### config.mk
export PLATFORM = sky130hd
export DESIGN_NAME = inst_fetch_ctrl
export DESIGN_NICKNAME = d
export VERILOG_FILES = /design/src/rtl/inst_fetch_ctrl_pkg.sv /design/src/rtl/inst_word_assembler.sv /design/src/rtl/inst_fetch_ctrl.sv
export SDC_FILE = /design/constraint.sdc
export NUM_CORES = 1
export LEC_CHECK = 0
export ABC_AREA = 1
export CAP_MARGIN = 20
export CELL_PAD_IN_SITES_DETAIL_PLACEMENT = 1
export CELL_PAD_IN_SITES_GLOBAL_PLACEMENT = 1
export CORE_MARGIN = 2
export CORE_UTILIZATION = 30
export CTS_BUF_LIST = sky130_fd_sc_hd__clkbuf_16
export DETAILED_ROUTE_END_ITERATION = 12
export HOLD_SLACK_MARGIN = 0.06
export PLACE_DENSITY_LB_ADDON = 0.1
export SYNTH_ARGS = -nofsm -noshare
export SYNTH_HDL_FRONTEND = slang
export SYNTH_HIERARCHICAL = 1
export SYNTH_SLANG_ARGS = --single-unit
export TNS_END_PERCENT = 30
### constraint.sdc
create_clock -name CLK -period 2.24 [get_ports CLK]
set_clock_uncertainty 0.1 [all_clocks]
set_input_delay 0.448 -clock CLK [delete_from_list [all_inputs] [get_ports CLK]]
set_output_delay 0.448 -clock CLK [all_outputs]
set_load 0.01 [all_outputs]
### src/rtl/inst_fetch_ctrl_pkg.sv
// ============================================================================
// Module   : inst_fetch_ctrl_pkg
// Brief    : Shared fetch-sequencer definitions: state encodings and byte geometry.
// Revision : 1.0
// ============================================================================
`default_nettype none

package inst_fetch_ctrl_pkg;

    localparam int BYTES_PER_INST = 4;
    localparam int BYTE_W         = 8;
    localparam int INST_W         = BYTES_PER_INST * BYTE_W;

    typedef enum logic [2:0] {
        ST_B0     = 3'd0,
        ST_B1     = 3'd1,
        ST_B2     = 3'd2,
        ST_B3     = 3'd3,
        ST_HOLD   = 3'd4,
        ST_HALTED = 3'd5
    } fetch_state_t;

    // The byte states are encoded so that their low bits equal the byte index.
    function automatic logic is_byte_state(input fetch_state_t s);
        return (s == ST_B0) || (s == ST_B1) || (s == ST_B2) || (s == ST_B3);
    endfunction

endpackage

`default_nettype wire

### src/rtl/inst_word_assembler.sv
// ============================================================================
// Module   : inst_word_assembler
// Brief    : Byte-lane merge register; lane k lands in word[31-8k -: 8] (big-endian).
// Revision : 1.0
// ============================================================================
`default_nettype none

module inst_word_assembler
    import inst_fetch_ctrl_pkg::*;
(
    input  logic              clk,
    input  logic              rst_n,
    input  logic              i_load,
    input  logic [1:0]        i_lane,
    input  logic [BYTE_W-1:0] i_byte,
    output logic [INST_W-1:0] o_word
);

    logic [INST_W-1:0] r_word;

    always_ff @(posedge clk) begin
        if (!rst_n) begin
            r_word <= '0;
        end else if (i_load) begin
            for (int l = 0; l < BYTES_PER_INST; l++) begin
                if (i_lane == 2'(l)) begin
                    r_word[(BYTES_PER_INST-1-l)*BYTE_W +: BYTE_W] <= i_byte;
                end
            end
        end
    end

    assign o_word = r_word;

endmodule

`default_nettype wire

### src/rtl/inst_fetch_ctrl.sv
// ============================================================================
// Module   : inst_fetch_ctrl
// Brief    : Byte-serial instruction fetch sequencer with redirect/halt and a
//            valid/ready word interface. Optional macro FETCH_ALIGN_CHECK_EN
//            enables the sticky misaligned-redirect fault.
// Revision : 1.0
// ============================================================================
`default_nettype none

module inst_fetch_ctrl
    import inst_fetch_ctrl_pkg::*;
#(
    parameter int                ADDR_W   = 32,
    parameter logic [ADDR_W-1:0] RESET_PC = '0
) (
    input  logic              CLK,
    input  logic              Reset,
    output logic [ADDR_W-1:0] rom_addr,
    input  logic [BYTE_W-1:0] rom_data,
    input  logic              redirect_valid,
    input  logic [ADDR_W-1:0] redirect_pc,
    input  logic              halt,
    output logic              inst_valid,
    input  logic              inst_ready,
    output logic [INST_W-1:0] inst,
    output logic [ADDR_W-1:0] inst_pc,
    output logic              busy,
    output logic              fault
);

    fetch_state_t      r_state;
    logic [ADDR_W-1:0] r_fetch_pc;
    logic [ADDR_W-1:0] r_inst_pc;
    logic              r_inst_valid;
    logic              r_fault;

    logic              w_busy;
    logic [1:0]        w_lane;
    logic              w_misaligned;
    logic              w_asm_load;

`ifdef FETCH_ALIGN_CHECK_EN
    assign w_misaligned = (redirect_pc[1:0] != 2'b00);
`else
    assign w_misaligned = 1'b0;
`endif

    assign w_busy     = is_byte_state(r_state);
    assign w_lane     = r_state[1:0];
    // A redirecting cycle discards the byte instead of merging it.
    assign w_asm_load = w_busy && !redirect_valid;

    always_comb begin
        rom_addr = r_fetch_pc;
        if (w_busy) begin
            rom_addr = r_fetch_pc + {{(ADDR_W-2){1'b0}}, w_lane};
        end
    end

    inst_word_assembler u_asm (
        .clk    (CLK),
        .rst_n  (Reset),
        .i_load (w_asm_load),
        .i_lane (w_lane),
        .i_byte (rom_data),
        .o_word (inst)
    );

    always_ff @(posedge CLK) begin
        if (!Reset) begin
            r_state      <= ST_B0;
            r_fetch_pc   <= RESET_PC;
            r_inst_pc    <= '0;
            r_inst_valid <= 1'b0;
            r_fault      <= 1'b0;
        end else if (r_fault) begin
            r_state <= ST_HALTED;
        end else if (redirect_valid) begin
            // Also covers redirect+ready in HOLD: dropping valid consumes the word.
            r_inst_valid <= 1'b0;
            if (w_misaligned) begin
                r_fault <= 1'b1;
                r_state <= ST_HALTED;
            end else begin
                r_fetch_pc <= redirect_pc;
                r_state    <= ST_B0;
            end
        end else begin
            case (r_state)
                ST_B0: r_state <= ST_B1;
                ST_B1: r_state <= ST_B2;
                ST_B2: r_state <= ST_B3;
                ST_B3: begin
                    r_inst_pc    <= r_fetch_pc;
                    r_inst_valid <= 1'b1;
                    r_state      <= ST_HOLD;
                end
                ST_HOLD: begin
                    if (inst_ready) begin
                        r_inst_valid <= 1'b0;
                        r_fetch_pc   <= r_fetch_pc + ADDR_W'(BYTES_PER_INST);
                        r_state      <= halt ? ST_HALTED : ST_B0;
                    end
                end
                ST_HALTED: begin
                    if (!halt) begin
                        r_state <= ST_B0;
                    end
                end
                default: r_state <= ST_B0;
            endcase
        end
    end

    assign inst_valid = r_inst_valid;
    assign inst_pc    = r_inst_pc;
    assign busy       = w_busy;
    assign fault      = r_fault;

endmodule

`default_nettype wire

======== After elaboration in Yosys (flattened, before gate mapping) ========
Index checks and enable logic that the tools add are counted.
word-level totals
  flip-flop bits (word level) ............. 101
  logic and storage cells ................. 62
  output and inout port bits .............. 99
  input bits .............................. 45
operators by class
  mux-type cells .......................... 14
  reduce and logical (&&, ||, !) cells .... 20
  bitwise operators ....................... 3
  add/sub/neg operators ................... 2
  eq/ne operators ......................... 13
operators with widths
  cell                                                 number
  2-to-1 mux 32 bit                                    4
  adder 32 x 2 -> 32 bit                               1
  adder 32 x 3 -> 32 bit, second input constant        1
  case mux 3 bit (6 select lines)                      1
  2-to-1 mux 3 bit                                     5
  AND reduction 2 bit                                  6
  AND reduction 3 bit                                  3
  != test 4 bit, second input constant                 2
  equality test 3 x 2 -> 1 bit, second input constant  2
  equality test 3 bit, second input constant           2
  equality test 2 bit, second input constant           2
  != test 2 bit, second input constant                 2
  nonzero test 2 bit                                   2
  equality test 3 x 1 -> 1 bit, second input constant  1
  logical NOT 3 bit                                    1
  logical OR 1 bit                                     3
  2-to-1 mux 1 bit                                     3
  != test 3 bit, second input constant                 1
  NOT 1 bit                                            3
  nonzero test 3 bit                                   1
  OR reduction 3 bit                                   1
  equality test 2 x 1 -> 1 bit, second input constant  1
  logical NOT 2 bit                                    1
  case mux 1 bit (2 select lines)                      1
  other kinds (2)                                      2

======== Logic depth before layout (Yosys ltp) ========
  word-level depth ........................ 6
  gate-level depth with buffers ........... 10
  gate-level depth less buffers ........... 10

======== Modules after synthesis ========
Netlist, hierarchy kept.
by module, submodules not included
  module               times used  seq. area each (um^2)  area each (um^2)  cells each
  inst_fetch_ctrl      1           1361.3                 4001.3            624
  inst_word_assembler  1           640.6                  1422.6            207

======== Worst setup path after synthesis ========
No wires, ideal clock.
  kind .................................... register to output
  from .................................... reg r_state[0]
  to ...................................... out rom_addr[2]
  stages on the path, launching flop included .. 7
  path slack .............................. -0.151 ns
  buffers on the path ..................... 1
  arrival ................................. 1.843 ns
  required time ........................... 1.692 ns
  cells stage by stage .................... dfxtp_1 > ha_1 > inv_1 > fa_1 > nor2_1 > buf_2 > xor2_1
between the ends
  longest elaborated chain between the ends .. 5
  elaborated cells on any way between the ends .. 9
RTL lines
  what                                                            RTL line                source
  start, declared                                                 inst_fetch_ctrl.sv:31   fetch_state_t r_state;
  start signal, assigned                                          inst_fetch_ctrl.sv:102  r_state <= halt ? ST_HALTED : ST_B0;
  branches (longest 4 deep; another with adder 32 x 2 -> 32 bit)  n/a
  2-to-1 mux 32 bit *                                             inst_fetch_ctrl.sv:55   if (w_busy) begin
  end, declared                                                   inst_fetch_ctrl.sv:18   output logic [ADDR_W-1:0] rom_addr,
Mark *: on every way between the ends.

======== Worst setup path after layout ========
  from .................................... reg r_state[1]
  to ...................................... out rom_addr[21]
Same word-level chain as after synthesis.

==> results.cfg <==
[floorplan]
die_y_um = 138
ios = 144
dieArea_um2 = 19200
die_w_um = 138
rows = 49
start_util = 0.304
coreArea_um2 = 17800

[yosys]
synth-edff-count = 0
syn_avg_cell_area_um2 = 6.53
synthTopCellsByCount = nand2_1, nor2_1, dfxtp_1
synth.most_common_cell = nand2_1
synth_nets = 880
netlist_area_um2 = 5420
syn_inst = 831
yosysUniqueCellTypes = 38
synth_top_cell_by_area = dfxtp_1
synth-seq-area-share = 0.369
ys_warn_count = 6
synth_area_leaders = dfxtp_1, nand2_1, nor2_1
synth-main-ff-cell = dfxtp_1
synthArstFlopShare = 0
ys_seq_elements = 100
synth_top_area_frac = 0.369

[critical_path]
worstPathRequired_ns = 1.69
cp_slowest_cell = dfxtp_4
worstSetupEndpointType = output port
critPathMaxFanout = 5
worstPathArrival_ns = 2.02
critical_path.startpoint_type = register
crit_type = reg2out
crit_chain = ha_4 > a21o_1 > nand3_4 > buf_6 > nor4_4 > buf_4 > xor2_1 > buf_2
cpPeakStageDelay_ns = 0.36
worstRegToRegCells = 10

[detailed_routing]
ant_nets = 0
drt-vias-per-instance = 4.65
num_vias = 6020
wl_per_cell_um = 15.6
drt_iter0_drc = 201
drt-pass1-iter-count = 4
drc = 0
drt-total-wl_mm = 20.3

[sta]
final.period_utilization = 1.15
slew_headroom = 0.650
fmax_mhz = 389
period_needed_ns = 2.57
setup_violations = 30
hold_viol_final = 0
worst_slack_ns = -0.329
rsz0062_at_grt = yes
slew_viol_final = 0
fin_setup_tns_ns = -8.10
tightest_slew_ns = 0.525

[hold_path]
worstHoldPathCells = 2
hold_class = reg2reg

[status]
status = finished with violations
violations = negative setup slack

[final_layout]
final_cell_area_um2 = 8310
final_layout_size_suffix_gt1_frac = 0.227
nNetsFinal = 1111
area_growth_syn_to_layout_pct = 53.1
instances_no_fill = 1296
fillers = 2280
insertedDiodeCount = 0

[global_routing]
grt_max_degree = 62
grt_pass1_wl_mm = 32.5
antenna_found_initial = 0
grt_pass1_vias = 5968
grt-ovfl-total = 0
grtUsageTotal = 0.210

[cts]
cts_hold_buf = 0
clk_pin_slew_ns = 0.08
ctsHtreeMaxLevel = 3
cts_sinks = 100
worstSkewPairLatency_ns = 0.36
numCtsBuffers = 9
cts_tree = built
root_buffer = clkbuf_16
clockBufferDepth = 2

[place]
placed_cell_area_um2 = 7740
place_hpwl_mm = 14.9
port_buffers = 142
gp_congestion = 0.823
dp.cells = 1267

[pwr]
power_mw = 4.35
p_leak_nw = 3.65
p_per_area_nw_per_um2 = 524
vdd_ir_drop_max_uv = 331

[job]
maxCapViolCount = 0
registers in the layout, indices dropped and copies added, names as in the netlist:
name and flops:
inst_pc 32, r_state 3, u_asm/o_word 32, r_fetch_pc 32, inst_valid 1
stage by stage:
stage           util  worst slack (ns)  hold slack, ns
5_1_grt        0.466            -0.464           0.375
4_1_cts        0.459            -0.495           0.367
6_report       0.466            -0.329           0.365
2_1_floorplan      -            0.0270           0.363
3_3_place_gp   0.434            -0.388           0.354
3_5_place_dp   0.434            -0.398           0.352
critical path: cells and delay by family, from the launching register on:
family | cells | cell delay [ns]
buffers and inverters | 3 | 0.47
flip-flops | 1 | 0.36
AND/OR/NAND/NOR | 2 | 0.32
adder cells (fa/ha/maj) | 1 | 0.25
AO/OA/AOI/OAI | 1 | 0.14
XOR/XNOR | 1 | 0.13
cells in the final DEF, fill, tap and decap left out, types with 4 or more instances in the layout:
cell and count:
a211oi_1 4, a21oi_1 74, buf_12 6, buf_2 26, buf_4 101, buf_6 12, clkbuf_16 9, clkdlybuf4s50_1 109
dfxtp_1 92, dfxtp_2 7, inv_1 77, inv_2 6, nand2_1 190, nand2_2 15, nand3_1 40, nand3_2 8
nand3_4 4, nor2_1 138, nor2_2 9, nor2_4 7, o21ai_0 58, o21ai_1 7, o21ai_2 7, xor2_1 15
xor2_2 4
final timing paths:
path | start | end | slack, ns
setup / recovery | r_state[1]$_SDFFE_PP0P_ | rom_addr[21] | -0.33
hold reg to reg | inst_valid$_SDFFE_PN0P_ | inst_valid$_SDFFE_PN0P_ | 0.36
hold / removal | inst_valid$_SDFFE_PN0P_ | inst_valid$_SDFFE_PN0P_ | 0.36
setup reg to reg | r_state[1]$_SDFFE_PP0P_ | r_fetch_pc[15]$_SDFFE_PN0N_ | 0.33
area by class of cell:
| cell class | instances | area [um2] | area share |
|---|---|---|---|
| clock inverters | 7 | 83.8 | 0.0101 |
| flip-flops and latches | 100 | 2010 | 0.243 |
| clock buffers | 9 | 225 | 0.0271 |
| inverters | 84 | 318 | 0.0383 |
| well taps | 229 | 287 | 0.0345 |
| repair buffers | 259 | 2280 | 0.275 |
| multi-input cells | 608 | 3100 | 0.373 |
per-layer routing:
metal | GRT usage | vias to the layer above | wire, um
li1 | - | 3090 | -
met1 | 0.298 | 2805 | 10100
met2 | 0.337 | 115 | 9090
met3 | 0.0294 | 10 | 804
met4 | 0.0542 | 0 | 225
met5 | 0 | - | 0
power breakdown:
group	leakage, nW	switching [mW]	internal (mW)
Combinational	2.68	0.417	0.369
Clock	0.152	0.851	0.808
Sequential	0.818	0.0602	1.85
Total	3.65	1.33	3.02
what timing repair did:
item                                    4_1_cts  5_1_grt
gates cloned                                  1        0
pin swaps                                    18       12
setup buffers                                 7        6
endpoints found under the setup margin       31       31
resized for setup                           168       34
cell families (layout without fill, tap and decap cells):
group / count (synthesis) / in the layout / share of synthesized area
buffers and inverters: 123 / 359 / 0.0987
adder cells (fa/ha/maj): 4 / 4 / 0.0106
AND/OR/NAND/NOR: 424 / 424 / 0.335
flip-flops: 100 / 100 / 0.369
XOR/XNOR: 22 / 22 / 0.0355
AO/OA/AOI/OAI: 157 / 157 / 0.150
other: 1 / 1 / 0.000691
(Power assumes the default switching activity.)
